--- src/rtl/traffic_pkg.sv ---
// Shared types and lamp encodings for the intersection phase scheduler.
// Lamp vectors are {red, yellow, green}.
package traffic_pkg;

  typedef enum logic [2:0] {
    NS_GREEN  = 3'd0,
    NS_YELLOW = 3'd1,
    EW_GREEN  = 3'd2,
    EW_YELLOW = 3'd3,
    ALL_RED   = 3'd4,
    PED_WALK  = 3'd5,
    PED_CLEAR = 3'd6
  } state_e;

  typedef enum logic {
    ROAD_NS = 1'b0,
    ROAD_EW = 1'b1
  } road_e;

  localparam logic [2:0] LAMP_RED = 3'b100;
  localparam logic [2:0] LAMP_YEL = 3'b010;
  localparam logic [2:0] LAMP_GRN = 3'b001;
  localparam logic [2:0] LAMP_OFF = 3'b000;

  typedef struct packed {
    logic [2:0] ns;
    logic [2:0] ew;
    logic       walk;
  } lamps_t;

  // Moore lamp decode; any unknown state code shows all-red.
  function automatic lamps_t decode_lamps(input state_e s);
    lamps_t l;
    l.ns   = LAMP_RED;
    l.ew   = LAMP_RED;
    l.walk = 1'b0;
    case (s)
      NS_GREEN:  l.ns   = LAMP_GRN;
      NS_YELLOW: l.ns   = LAMP_YEL;
      EW_GREEN:  l.ew   = LAMP_GRN;
      EW_YELLOW: l.ew   = LAMP_YEL;
      PED_WALK:  l.walk = 1'b1;
      default:   l.walk = 1'b0;
    endcase
    return l;
  endfunction

endpackage

--- src/rtl/phase_timer.sv ---
// Dwell counter: synchronous clear, optional saturation, terminal compare.
module phase_timer #(
  parameter int unsigned CW = 4
) (
  input  logic          clk,
  input  logic          rst,
  input  logic          i_clear,
  input  logic          i_sat_en,
  input  logic [CW-1:0] i_sat_val,
  input  logic [CW-1:0] i_term_val,
  output logic [CW-1:0] o_count,
  output logic          o_term_c
);

  logic [CW-1:0] r_count;

  always_ff @(posedge clk or posedge rst) begin
    if (rst) begin
      r_count <= '0;
    end else if (i_clear) begin
      r_count <= '0;
    end else if (!(i_sat_en && (r_count >= i_sat_val))) begin
      r_count <= r_count + CW'(1);
    end
  end

  assign o_count  = r_count;
  assign o_term_c = (r_count == i_term_val);

endmodule

--- src/rtl/intersection_phase_scheduler.sv ---
// Actuated two-road intersection scheduler with a latched pedestrian phase.
// Green is held while uncontested; yellow and all-red clear every change of right-of-way.
module intersection_phase_scheduler
  import traffic_pkg::*;
#(
  parameter int unsigned GREEN_MIN = 4,
  parameter int unsigned GREEN_MAX = 12,
  parameter int unsigned YELLOW_T  = 3,
  parameter int unsigned ALLRED_T  = 1,
  parameter int unsigned WALK_T    = 5,
  parameter int unsigned CW        = 4
) (
  input  logic       clk,
  input  logic       rst,
  input  logic       i_ns_req,
  input  logic       i_ew_req,
  input  logic       i_ped_req,
  output logic [2:0] o_ns_light,
  output logic [2:0] o_ew_light,
  output logic       o_walk,
  output logic       o_ped_pending,
  output logic [2:0] o_phase
);

  localparam logic [CW-1:0] GMIN_LAST   = CW'(GREEN_MIN - 1);
  localparam logic [CW-1:0] GMAX_LAST   = CW'(GREEN_MAX - 1);
  localparam logic [CW-1:0] YEL_LAST    = CW'(YELLOW_T - 1);
  localparam logic [CW-1:0] ALLRED_LAST = CW'(ALLRED_T - 1);
  localparam logic [CW-1:0] WALK_LAST   = CW'(WALK_T - 1);

  state_e        r_state;
  state_e        w_state_nxt;
  state_e        w_other_green;
  road_e         r_last_road;
  logic          r_ped_pending;
  logic [2:0]    r_ns_light;
  logic [2:0]    r_ew_light;
  logic          r_walk;
  lamps_t        w_lamps_nxt;
  logic [CW-1:0] w_count;
  logic [CW-1:0] w_term_val;
  logic          w_term;
  logic          w_green;
  logic          w_clear;
  logic          w_min_met;
  logic          w_ns_exit;
  logic          w_ew_exit;

  assign w_green       = (r_state == NS_GREEN) || (r_state == EW_GREEN);
  assign w_min_met     = (w_count >= GMIN_LAST);
  assign w_other_green = (r_last_road == ROAD_EW) ? NS_GREEN : EW_GREEN;

  // In green the terminal compare flags the GREEN_MAX cap reached.
  assign w_ns_exit = w_min_met && (i_ew_req || r_ped_pending) && (!i_ns_req || w_term);
  assign w_ew_exit = w_min_met && (i_ns_req || r_ped_pending) && (!i_ew_req || w_term);

  always_comb begin
    w_term_val = ALLRED_LAST;
    case (r_state)
      NS_GREEN, EW_GREEN:   w_term_val = GMAX_LAST;
      NS_YELLOW, EW_YELLOW: w_term_val = YEL_LAST;
      PED_WALK:             w_term_val = WALK_LAST;
      default:              w_term_val = ALLRED_LAST;
    endcase
  end

  phase_timer #(
    .CW(CW)
  ) u_timer (
    .clk       (clk),
    .rst       (rst),
    .i_clear   (w_clear),
    .i_sat_en  (w_green),
    .i_sat_val (GMAX_LAST),
    .i_term_val(w_term_val),
    .o_count   (w_count),
    .o_term_c  (w_term)
  );

  always_comb begin
    w_state_nxt = r_state;
    case (r_state)
      NS_GREEN:  if (w_ns_exit) w_state_nxt = NS_YELLOW;
      NS_YELLOW: if (w_term)    w_state_nxt = ALL_RED;
      EW_GREEN:  if (w_ew_exit) w_state_nxt = EW_YELLOW;
      EW_YELLOW: if (w_term)    w_state_nxt = ALL_RED;
      ALL_RED:   if (w_term)    w_state_nxt = r_ped_pending ? PED_WALK : w_other_green;
      PED_WALK:  if (w_term)    w_state_nxt = PED_CLEAR;
      PED_CLEAR: if (w_term)    w_state_nxt = w_other_green;
      default:                  w_state_nxt = ALL_RED;
    endcase
  end

  assign w_clear     = (w_state_nxt != r_state);
  assign w_lamps_nxt = decode_lamps(w_state_nxt);

  // Lamps are registered from the next state so they always match r_state.
  always_ff @(posedge clk or posedge rst) begin
    if (rst) begin
      r_state       <= ALL_RED;
      r_last_road   <= ROAD_EW;
      r_ped_pending <= 1'b0;
      r_ns_light    <= LAMP_RED;
      r_ew_light    <= LAMP_RED;
      r_walk        <= 1'b0;
    end else begin
      r_state       <= w_state_nxt;
      r_ped_pending <= (r_ped_pending | i_ped_req) & (r_state != PED_WALK);
      if ((r_state == NS_YELLOW) && w_term) begin
        r_last_road <= ROAD_NS;
      end else if ((r_state == EW_YELLOW) && w_term) begin
        r_last_road <= ROAD_EW;
      end
      r_ns_light    <= w_lamps_nxt.ns;
      r_ew_light    <= w_lamps_nxt.ew;
      r_walk        <= w_lamps_nxt.walk;
    end
  end

  assign o_ns_light    = r_ns_light;
  assign o_ew_light    = r_ew_light;
  assign o_walk        = r_walk;
  assign o_ped_pending = r_ped_pending;
  assign o_phase       = r_state;

endmodule

--- config.mk ---
export PLATFORM = sky130hd
export DESIGN_NAME = intersection_phase_scheduler
export DESIGN_NICKNAME = d
export VERILOG_FILES = /design/src/rtl/traffic_pkg.sv /design/src/rtl/phase_timer.sv /design/src/rtl/intersection_phase_scheduler.sv
export SDC_FILE = /design/constraint.sdc
export NUM_CORES = 1
export LEC_CHECK = 0
export CORE_MARGIN = 10
export CORE_UTILIZATION = 31
export CTS_CLUSTER_DIAMETER = 40
export CTS_CLUSTER_SIZE = 30
export DETAILED_ROUTE_END_ITERATION = 8
export PLACE_DENSITY_LB_ADDON = 0.05
export SYNTH_ARGS = -nofsm -noshare
export SYNTH_HDL_FRONTEND = slang
export SYNTH_SLANG_ARGS = --single-unit
--- constraint.sdc ---
create_clock -name clk -period 1.9 [get_ports clk]
set_clock_uncertainty 0.05 [all_clocks]
set_input_delay 0.38 -clock clk [delete_from_list [all_inputs] [get_ports clk]]
set_output_delay 0.38 -clock clk [all_outputs]
set_load 0.01 [all_outputs]
After elaboration in Yosys (flattened, before gate mapping). Cells that the tools add are included. W data, S select, Z words.

Bits in registers: 16. Input port bits: 5. Output and inout bits: 11.

Add/subtract/negate cells: 1. $lt $le $gt $ge: 2. Eq/ne operators: 14. Multiplexer cells: 17. Bitwise logic cells: 2. Reductions and logical operators: 19.

Operators by type and width (count): $mux W3 (7); $pmux W3 S6 (1); $eq A3 B2 Y1 const B (4); $eq A3 B3 Y1 const B (4); $pmux W3 S2 (2); $pmux W4 S3 (1); $mux W4 (2); $logic_and A1 B1 Y1 (7); $eq A3 B1 Y1 const B (2); $logic_not A3 Y1 (2); $logic_or A1 B1 Y1 (5); $add A4 B1 Y4 const B (1); $eq A4 B4 Y1 (1); $ge A4 B2 Y1 const B (1); $ge A4 B4 Y1 const B (1); $reduce_or A2 Y1 (2); $mux W1 (3); $ne A3 B3 Y1 (1); $ne A3 B3 Y1 const B (1); $logic_not A1 Y1 (2); $mux W2 (1); $ne A2 B1 Y1 const B (1); $reduce_bool A2 Y1 (1); $and A1 B1 Y1 (1); $or A1 B1 Y1 (1).

Longest topological paths before layout. Gate-level depths: netlist (run 1).

Depth after elaboration: 10. Gate-level depth with buffers: 6. Gate-level depth less buffers: 5.

Cells and area by module. Synthesis (run 1) repeated with hierarchy kept, for this count alone.

Cell total of the unflattened synthesis: 109. Area total of the unflattened synthesis: 1031.0 µm².

Modules (own cells, without submodules): intersection_phase_scheduler (times used 1, cells each 68, area an instance 640.6 µm², sequential area each 305.3 µm²); phase_timer (times used 1, cells each 41, area an instance 390.4 µm², sequential area each 100.1 µm²).

Least setup slack after synthesis (run 1). No wires, ideal clock.

Path type: flip-flop to flip-flop. Start: register r_state[0] (netlist: o_phase[0]). End: register r_state[1] (netlist: o_phase[1]). Data arrival time: 1.730 ns. Data required time: 1.728 ns. Path slack: -0.001 ns. Stages on the path, launching flop included: 6. Buffers on the path: 0. Period minus slack after synthesis: 1.901 ns. Path through: dfrtp_1 nor2_1 mux2_4 nor3_1 o21ai_0 a32o_1.

Cells in the longest elaborated chain, start to end: 8. Elaborated cells on any way between the ends: 22. Classes of those cells: 7 x eq/ne; 8 x mux; 7 x reduce/logical.

RTL lines: start, declared (line intersection_phase_scheduler.sv:31) `state_e r_state;`; start signal, assigned (line intersection_phase_scheduler.sv:107) `r_state <= w_state_nxt;`; $eq A3 B1 Y1, or another cell as far along (line intersection_phase_scheduler.sv:59, intersection_phase_scheduler.sv:82); $reduce_or A2 Y1, on equally long branches; $pmux W4 S3 (line intersection_phase_scheduler.sv:59) `case (r_state)`; $eq A4 B4 Y1 (line phase_timer.sv:28) `assign o_term_c = (r_count == i_term_val);`; $logic_or A1 B1 Y1, on equally long branches (line intersection_phase_scheduler.sv:55, intersection_phase_scheduler.sv:54); $logic_and A1 B1 Y1, on equally long branches (line intersection_phase_scheduler.sv:55, intersection_phase_scheduler.sv:54); $mux W3, on equally long branches (line intersection_phase_scheduler.sv:85, intersection_phase_scheduler.sv:83); $pmux W3 S6 (*) (line intersection_phase_scheduler.sv:82) `case (r_state)`; named net w_state_nxt[1] (line intersection_phase_scheduler.sv:32) `state_e w_state_nxt;`.

Mark *: on every way through the listed nets, which the timed path passes. The rest lies on a longest branch. A chain may end at the register's enable or synchronous reset.

==> flow_metrics.env, run 1 <==
export IMPL_die_w_um=76.7
export IMPL_final_area_um2=1480
export IMPL_layout_cells_non_filler=194
export IMPL_synth_edf_count=0
export IMPL_syn_area_um2=997
export IMPL_post_route_period_util_pct=103
export IMPL_syn2layout_area_growth_pct=48.1
export IMPL_startpoint_type="flop"
export IMPL_dp_cells=191
export IMPL_finalWorstSetupSlack_ns=-0.0492
export IMPL_viasPerCell=5.05
export IMPL_synth_warnings=0
export IMPL_place_area_um2=1390
export IMPL_worstPathRequired_ns=2.06
export IMPL_drive_above_1_share_pct=34.7
export IMPL_num_rows=20
export IMPL_path_class="reg2reg"
export IMPL_swShare_pct=43.8
export IMPL_cts_buffers_inserted=3
export IMPL_hold_class="in2async"
export IMPL_seq_area_frac_synth_pct=40.7
export IMPL_grt_max_degree=17
export IMPL_grtUsageTotal_pct=10.0
export IMPL_wl_per_cell_um=15.4
export IMPL_layout_min_cycle_time_ns=1.95
export IMPL_io_pins=16
export IMPL_maxSlewViolCount=0
export IMPL_core_area_um2=3080
export IMPL_grt_pass1_vias=974
export IMPL_antenna_left=0
export IMPL_dpl_hpwl_um=2200
export IMPL_drc=0
export IMPL_initial_core_util_pct=32.4
export IMPL_synthCells=110
export IMPL_fmax_mhz=513
export IMPL_h_tree_depth=1
export IMPL_hold_worst_slack_ns=0.405
export IMPL_seqPwrFrac_pct=25.4
export IMPL_ys_types=42
export IMPL_pwr_share_comb_pct=67.9
export IMPL_drt_iter0_drc=52
export IMPL_cp_arrival_ns=2.11
export IMPL_port_buffers=15
export IMPL_gp_congestion=0.871
export IMPL_dieArea_um2=5890
export IMPL_clk_pin_slew_ns=0.09
export IMPL_path_max_fanout=7
export IMPL_cts_hold_buffers=0
export IMPL_synth_fp_nets=116
export IMPL_worst_setup_path_end_kind="flop"
export IMPL_async_reset_ff_share_pct=100
export IMPL_clk_latency_ns=0.29
export IMPL_rsz0062_at_grt="yes"
export IMPL_p_int_w=0.00151
export IMPL_synthFlopType="dfrtp_1"
export IMPL_antenna_found_initial=0
export IMPL_num_vias=979
export IMPL_root_buffer="clkbuf_4"
export IMPL_post_route_util_pct=48.0
export IMPL_irDropWorstVdd_v=0.000754
export IMPL_worst_pin_slew_ns=0.617
export IMPL_clock_sinks=16
export IMPL_finalHoldViolations=0
export IMPL_cts_max_path_buffers=2
export IMPL_violations="negative setup slack"
export IMPL_antenna_cells=0
export IMPL_avgSynthCellArea_um2=9.07
export IMPL_leakage_nw=0.633
export IMPL_slew_headroom_pct=58.8
export IMPL_pwr_share_clk_pct=6.7
export IMPL_power_density_nw_per_um2=1820
export IMPL_grt_remaining_overflow=0
export IMPL_nets=158
export IMPL_power_switching_w=0.00117
export IMPL_p_total_w=0.00268
export IMPL_maxCapViolCount=0
export IMPL_ys_ff_latch=16
export IMPL_first_pass_iters=6
export IMPL_grt_pass1_wl_um=4960
export IMPL_die_h_um=76.7
export IMPL_finalSetupViolations=1
export IMPL_cts_tree="yes"
export IMPL_outcome="finished, violations left"
export IMPL_wl_um=2990
-- power by group through the flow --
stage	clock [W]	combinational (W)	sequential (W)
5_1_grt	0.000202	0.00198	0.000709
6_report	0.000180	0.00182	0.000682
3_5_place_dp	0	0.00167	0.000675
2_1_floorplan	0	0.000844	0.000686
3_3_place_gp	0	0.00168	0.000672
4_1_cts	0.000189	0.00173	0.000683
-- critical path, cell delays in order (launching register included) --
cell      delay (ns)
dfrtp_2         0.46
or2_1           0.25
mux2_4          0.33
or3b_1          0.41
o211ai_2        0.14
a21boi_2        0.23
-- logic make-up after synthesis --
family | after synthesis | share of synthesized area [%]
and+or+nand+nor | 44 | 22.1
AOI/OAI and AO/OA | 31 | 23.2
DFF | 16 | 40.7
buffers and inverters | 9 | 3.39
muxes | 7 | 7.65
xor gates and xnor gates | 2 | 1.76
adders and majority gates | 1 | 1.25
-- cell usage after synthesis (all sizes together), types with 2 or more instances --
master,number,share of area [%]
o31ai,2,1.5
dfrtp,12,30
mux2,2,2.6
clkbuf,5,1.9
nand2,7,2.6
inv,4,1.5
o21ai,4,2.0
mux2i,5,5.0
o21bai,3,2.3
nor4,2,1.3
nand3,5,2.5
nor2,13,4.9
nor3,3,1.5
a22o,2,1.8
a21oi,3,1.5
a211oi,2,1.5
nor2b,9,5.6
dfstp,4,11
-- routing by layer --
metal,global-route usage (%),routed length [µm],part of all wire [%]
met5,0,0,0
met4,2.23,43,1.4
met3,3.73,194,6.5
met2,16.4,1450,49
met1,12.2,1300,43
-- repair_timing --
action,4_1_cts,5_1_grt
pin swaps,1,0
resized for setup,9,10
setup endpoints to repair,14,15
buffers inserted,0,0
-- sequential cells by signal (all words and copies together) (netlist names) --
name / flops
o_ew_light: 3
o_ns_light: 3
o_ped_pending: 1
o_phase: 3
o_walk: 1
r_last_road: 1
u_timer.o_count: 4
-- per-stage QoR --
stage | setup WS (ns) | TNS, ns
global route | -0.101 | -0.563
global placement | -0.0998 | -0.649
CTS | 0.00502 | 0
detailed placement | -0.138 | -0.782
finish | -0.0492 | -0.0492
floorplan | 0.0583 | 0
-- final cells by class --
class,count,area (µm²)
Inverter,4,15.0
Fill cell,294,1600
Clock buffer,3,22.5
Multi-Input combinational cell,85,626
Timing Repair Buffer,42,350
Tap cell,44,55.1
Sequential cell,16,408
-- worst paths after layout --
kind	cells after the start	from	endpoint	slack (ns)
max	5	u_timer.o_count[0]	o_walk	-0.05
min	2	rst	o_ns_light[0]	0.40
max reg2reg	5	u_timer.o_count[0]	o_walk	-0.05
min reg2reg	1	r_last_road	r_last_road	0.62
max in group asynchronous	2	rst	o_phase[0]	0.96
min in group clk	3	i_ped_req	o_ped_pending	0.62
-- cells in the final DEF, fill, tap and decap left out, types with 2 or more instances in the layout --
master and instances:
buf_4 27, clkdlybuf4s50_1 13, nor2_1 12, dfrtp_1 10, nor2b_1 8, nand2_1 7
mux2i_1 5, nand3_1 5, inv_1 4, o21ai_0 4, dfstp_2 4, a21oi_1 3
o21bai_1 3, clkbuf_4 3, nor3_2 2, a22o_1 2, o31ai_2 2, dfrtp_2 2
Power figures use the tool's default switching activity.
==> inputs of run 2 (changes only) <==
- RECOVER_POWER: not set -> 25
==> run 2 against run 1 <==
- critical path depth did not move
- sequential share of layout area did not move
- critical path type unchanged
- the run still ends with negative setup slack left
- final area did not move
==> flow_metrics.env, run 2 (synthesis gave the netlist of run 1 again) <==
export IMPL_outcome="finished, violations left"
export IMPL_violations="negative setup slack"
export IMPL_antenna_left=0
export IMPL_clock_sinks=16
export IMPL_largest_reg_flops=4
export IMPL_finalHoldViolations=0
export IMPL_initial_core_util_pct=32.4
export IMPL_antenna_cells=0
export IMPL_die_h_um=76.7
export IMPL_io_pins=16
export IMPL_post_route_period_util_pct=103
export IMPL_r2r_setup_slack_ns=-0.05
export IMPL_first_pass_iters=6
export IMPL_post_route_util_pct=48.0
export IMPL_gp_congestion=0.871
export IMPL_grt_max_degree=17
export IMPL_layout_common_cells="buf_4, nor2_1, clkdlybuf4s50_1, dfrtp_1, nor2b_1"
export IMPL_startpoint_type="flop"
export IMPL_cts_tree="yes"
export IMPL_seqPwrFrac_pct=25.4
export IMPL_die_w_um=76.7
export IMPL_drc=0
export IMPL_h_tree_depth=1
export IMPL_clk_latency_ns=0.29
export IMPL_drive_above_1_share_pct=34.7
export IMPL_dieArea_um2=5890
export IMPL_grt_remaining_overflow=0
export IMPL_hold_class="in2async"
export IMPL_slew_headroom_pct=58.8
export IMPL_cp_arrival_ns=2.11
export IMPL_port_buffers=15
export IMPL_layout_min_cycle_time_ns=1.95
export IMPL_leakage_nw=0.633
export IMPL_root_buffer="clkbuf_4"
export IMPL_wl_um=2990
export IMPL_num_rows=20
export IMPL_path_class="reg2reg"
export IMPL_power_switching_w=0.00117
export IMPL_dpl_hpwl_um=2200
export IMPL_fmax_mhz=513
export IMPL_nets=158
export IMPL_cts_max_path_buffers=2
export IMPL_worst_setup_path_end_kind="flop"
export IMPL_num_vias=979
export IMPL_core_area_um2=3080
export IMPL_rsz0062_at_grt="yes"
export IMPL_tns_ns=-0.0492
export IMPL_path_max_fanout=7
export IMPL_grt_pass1_wl_um=4960
export IMPL_p_int_w=0.00151
export IMPL_grt_pass1_vias=974
export IMPL_layout_cells_non_filler=194
export IMPL_worstPathRequired_ns=2.06
export IMPL_grtUsageTotal_pct=10.0
export IMPL_irDropWorstVdd_v=0.000754
export IMPL_viasPerCell=5.05
export IMPL_cts_buffers_inserted=3
export IMPL_hold_worst_slack_ns=0.542
export IMPL_layout_commonest_cell="buf_4"
export IMPL_place_ws_ns=-0.138
export IMPL_cts_hold_buffers=0
export IMPL_antenna_found_initial=0
export IMPL_drt_iter0_drc=52
export IMPL_wl_per_cell_um=15.4
export IMPL_clk_pin_slew_ns=0.09
export IMPL_maxSlewViolCount=0
export IMPL_pwr_share_comb_pct=67.9
export IMPL_finalSetupViolations=1
export IMPL_dp_cells=191
export IMPL_power_density_nw_per_um2=1820
export IMPL_worst_pin_slew_ns=0.617
export IMPL_pwr_share_clk_pct=6.7
export IMPL_swShare_pct=43.8
export IMPL_syn2layout_area_growth_pct=48.1
export IMPL_maxCapViolCount=0
export IMPL_finalWorstSetupSlack_ns=-0.0492
==> run 2: final timing paths <==
path / from / endpoint / cells after the start
max in group asynchronous: rst / o_phase[0] / 2
hold reg to reg: r_last_road / r_last_road / 1
min in group clk: i_ped_req / o_ped_pending / 3
hold / removal: rst / o_ns_light[0] / 2
setup / recovery: u_timer.o_count[0] / o_walk / 5
setup reg to reg: u_timer.o_count[0] / o_walk / 5
==> run 2: routing by layer <==
metal	global-route usage, %	routed length [µm]	up-vias
li1	-	-	485
met1	12.2	1300	457
met2	16.4	1450	31
met3	3.73	194	6
met4	2.23	43	0
met5	0	0	-
==> run 2: stage by stage <==
| step | instance area (µm²) | power [W] |
|---|---|---|
| after floorplan | 1000 | 0.00153 |
| after global placement | 1390 | 0.00236 |
| after detailed placement | 1390 | 0.00235 |
| after CTS | 1440 | 0.00261 |
| after global routing | 1480 | 0.00289 |
| final | 1480 | 0.00268 |
==> run 2: critical path: stages, from the launching register on <==
cell and delay [ns]:
dfrtp_2 0.46, or2_1 0.25, mux2_4 0.33, or3b_1 0.41, o211ai_2 0.14, a21boi_2 0.23
==> run 2: repair_timing <==
item	CTS	global route
setup endpoints to repair	14	15
setup buffers	0	0
gates resized for setup	9	10
hold endpoints to repair	0	0
pin swaps	1	0
==> run 2: cell type report <==
cell class,count,area (µm²)
Inverter,4,15.0
Multi-Input combinational cell,85,626
Tap cell,44,55.1
Clock buffer,3,22.5
Timing Repair Buffer,42,350
Fill cell,294,1600
Sequential cell,16,408
==> run 2: power groups by stage <==
stage	sequential, W	clock (W)	combinational (W)
after floorplan	0.000686	0	0.000844
after global placement	0.000672	0	0.00168
after detailed placement	0.000675	0	0.00167
after CTS	0.000683	0.000189	0.00173
after global routing	0.000709	0.000202	0.00198
final	0.000682	0.000180	0.00182
==> inputs of run 3 (changes only) <==
- CTS_CLUSTER_DIAMETER: 40 -> not set
- REMOVE_ABC_BUFFERS: not set -> 1
==> run 3 against run 2 <==
- sequential share of layout area fell by 2.0 points
- utilization rose by 3.7 points
- combinational power rose by 12%
- final area rose by 7.6%
- final cell count rose by 1.0%
- critical path type unchanged
- first-iteration DRC count rose by 48%
- count of clock-buffer cells in the layout rose by 1
- critical endpoint is now o_ns_light[1]
- the flow still finishes with violations (negative setup slack)
- largest power group unchanged
- hold slack improved by 0.074 ns
- via count rose by 1.5%
- sequential power fell by 2%
- global-route usage fell by 0.81 points
- worst setup slack improved by 0.024 ns
==> flow_metrics.env, run 3 (synthesis gave the netlist of run 1 again) <==
export IMPL_clk_latency_ns=0.28
export IMPL_post_route_util_pct=51.6
export IMPL_grt_max_degree=17
export IMPL_drive_above_1_share_pct=40.8
export IMPL_leakage_nw=0.684
export IMPL_fillCellCount=289
export IMPL_viasPerCell=5.07
export IMPL_cts_max_path_buffers=2
export IMPL_grt_pass1_wl_um=4560
export IMPL_cts_hold_buffers=0
export IMPL_die_h_um=76.7
export IMPL_layout_min_cycle_time_ns=1.92
export IMPL_dpl_hpwl_um=2070
export IMPL_dieArea_um2=5890
export IMPL_finalHoldViolations=0
export IMPL_worstPathRequired_ns=2.07
export IMPL_num_vias=994
export IMPL_h_tree_depth=1
export IMPL_antenna_found_initial=0
export IMPL_drc=0
export IMPL_finalSetupViolations=2
export IMPL_grtUsageTotal_pct=9.24
export IMPL_clock_sinks=16
export IMPL_gp_congestion=0.814
export IMPL_rsz0062_at_grt="yes"
export IMPL_irDropWorstVdd_v=0.000720
export IMPL_grt_remaining_overflow=0
export IMPL_largest_reg_flops=4
export IMPL_maxSlewViolCount=0
export IMPL_layout_common_cells="buf_4, nor2_1, clkdlybuf4s50_1, dfrtp_1, nand2_1"
export IMPL_root_buffer="clkbuf_4"
export IMPL_finalWorstSetupSlack_ns=-0.0248
export IMPL_cts_buffers_inserted=3
export IMPL_path_class="reg2reg"
export IMPL_wl_um=2980
export IMPL_place_area_um2=1350
export IMPL_die_w_um=76.7
export IMPL_core_area_um2=3080
export IMPL_path_max_fanout=7
export IMPL_worst_setup_path_end_kind="flop"
export IMPL_initial_core_util_pct=32.4
export IMPL_maxCapViolCount=0
export IMPL_nets=159
export IMPL_violations="negative setup slack"
export IMPL_io_pins=16
export IMPL_post_route_period_util_pct=101
export IMPL_grt_pass1_vias=952
export IMPL_hold_worst_slack_ns=0.616
export IMPL_cp_arrival_ns=2.09
export IMPL_tns_ns=-0.0465
export IMPL_layout_commonest_cell="buf_4"
export IMPL_hold_class="in2reg"
export IMPL_num_rows=20
export IMPL_first_pass_iters=4
export IMPL_fmax_mhz=520
export IMPL_drt_iter0_drc=77
export IMPL_power_density_nw_per_um2=1850
export IMPL_clk_pin_slew_ns=0.10
export IMPL_final_area_um2=1590
export IMPL_startpoint_type="flop"
export IMPL_syn2layout_area_growth_pct=59.3
export IMPL_p_total_w=0.00294
export IMPL_antenna_cells=0
export IMPL_port_buffers=15
export IMPL_multi_input_area_um2=708
export IMPL_cts_tree="yes"
export IMPL_antenna_left=0
export IMPL_outcome="finished, violations left"
export IMPL_slew_headroom_pct=42.8
export IMPL_worst_pin_slew_ns=0.858
export IMPL_seq_area_um2=407
export IMPL_wl_per_cell_um=15.2
## run 3: worst max-delay path, cell delays in order, from the launching register on
cell	delay [ns]
dfstp_2	0.64
nor2_4	0.06
mux2_4	0.36
o41ai_2	0.44
o31ai_4	0.17
nor2b_4	0.13
## run 3: layout make-up
type / count / area share [%]
Clock buffer: 4 / 2.28
Inverter: 4 / 0.945
Multi-Input combinational cell: 85 / 44.6
Sequential cell: 16 / 25.6
Tap cell: 44 / 3.46
Timing Repair Buffer: 43 / 23.1
## run 3: timing repair
action,4_1_cts,5_1_grt
buffers inserted,1,6
setup endpoints to repair,9,12
pin swaps,0,7
gates resized for setup,8,27
## run 3: final timing paths
path / cells after the start / from / to / slack [ns]
worst max-delay path: 5 / o_phase[2] / o_ns_light[1] / -0.02
worst min-delay path: 3 / i_ped_req / o_ped_pending / 0.62
worst max register to register: 5 / o_phase[2] / o_ns_light[1] / -0.02
worst min register to register: 2 / o_phase[1] / o_ns_light[2] / 0.63
max in group asynchronous: 3 / rst / u_timer.o_count[1] / 0.49
min in group asynchronous: 3 / rst / o_ped_pending / 0.72
## run 3: through the flow
step	std cells	setup WS, ns
global route	196	-0.0757
CTS	191	0.00128
detailed placement	186	-0.0438
floorplan	105	-0.110
global placement	186	-0.0743
finish	196	-0.0248
## run 3: where the power goes
part	total (W)	leakage (nW)	internal [W]	switching, W
sequential	0.000670	0.194	0.000516	0.000154
clock	0.000228	0.0210	0.000116	0.000112
combinational	0.00204	0.469	0.00104	0.00100
total	0.00294	0.684	0.00167	0.00127
## run 3: routing by layer
metal,up-vias,global-route usage (%),wire [µm]
met5,-,0,0
met2,20,14.8,1470
met3,2,1.05,67
met1,482,12.2,1400
li1,490,-,-
met4,0,3.90,36
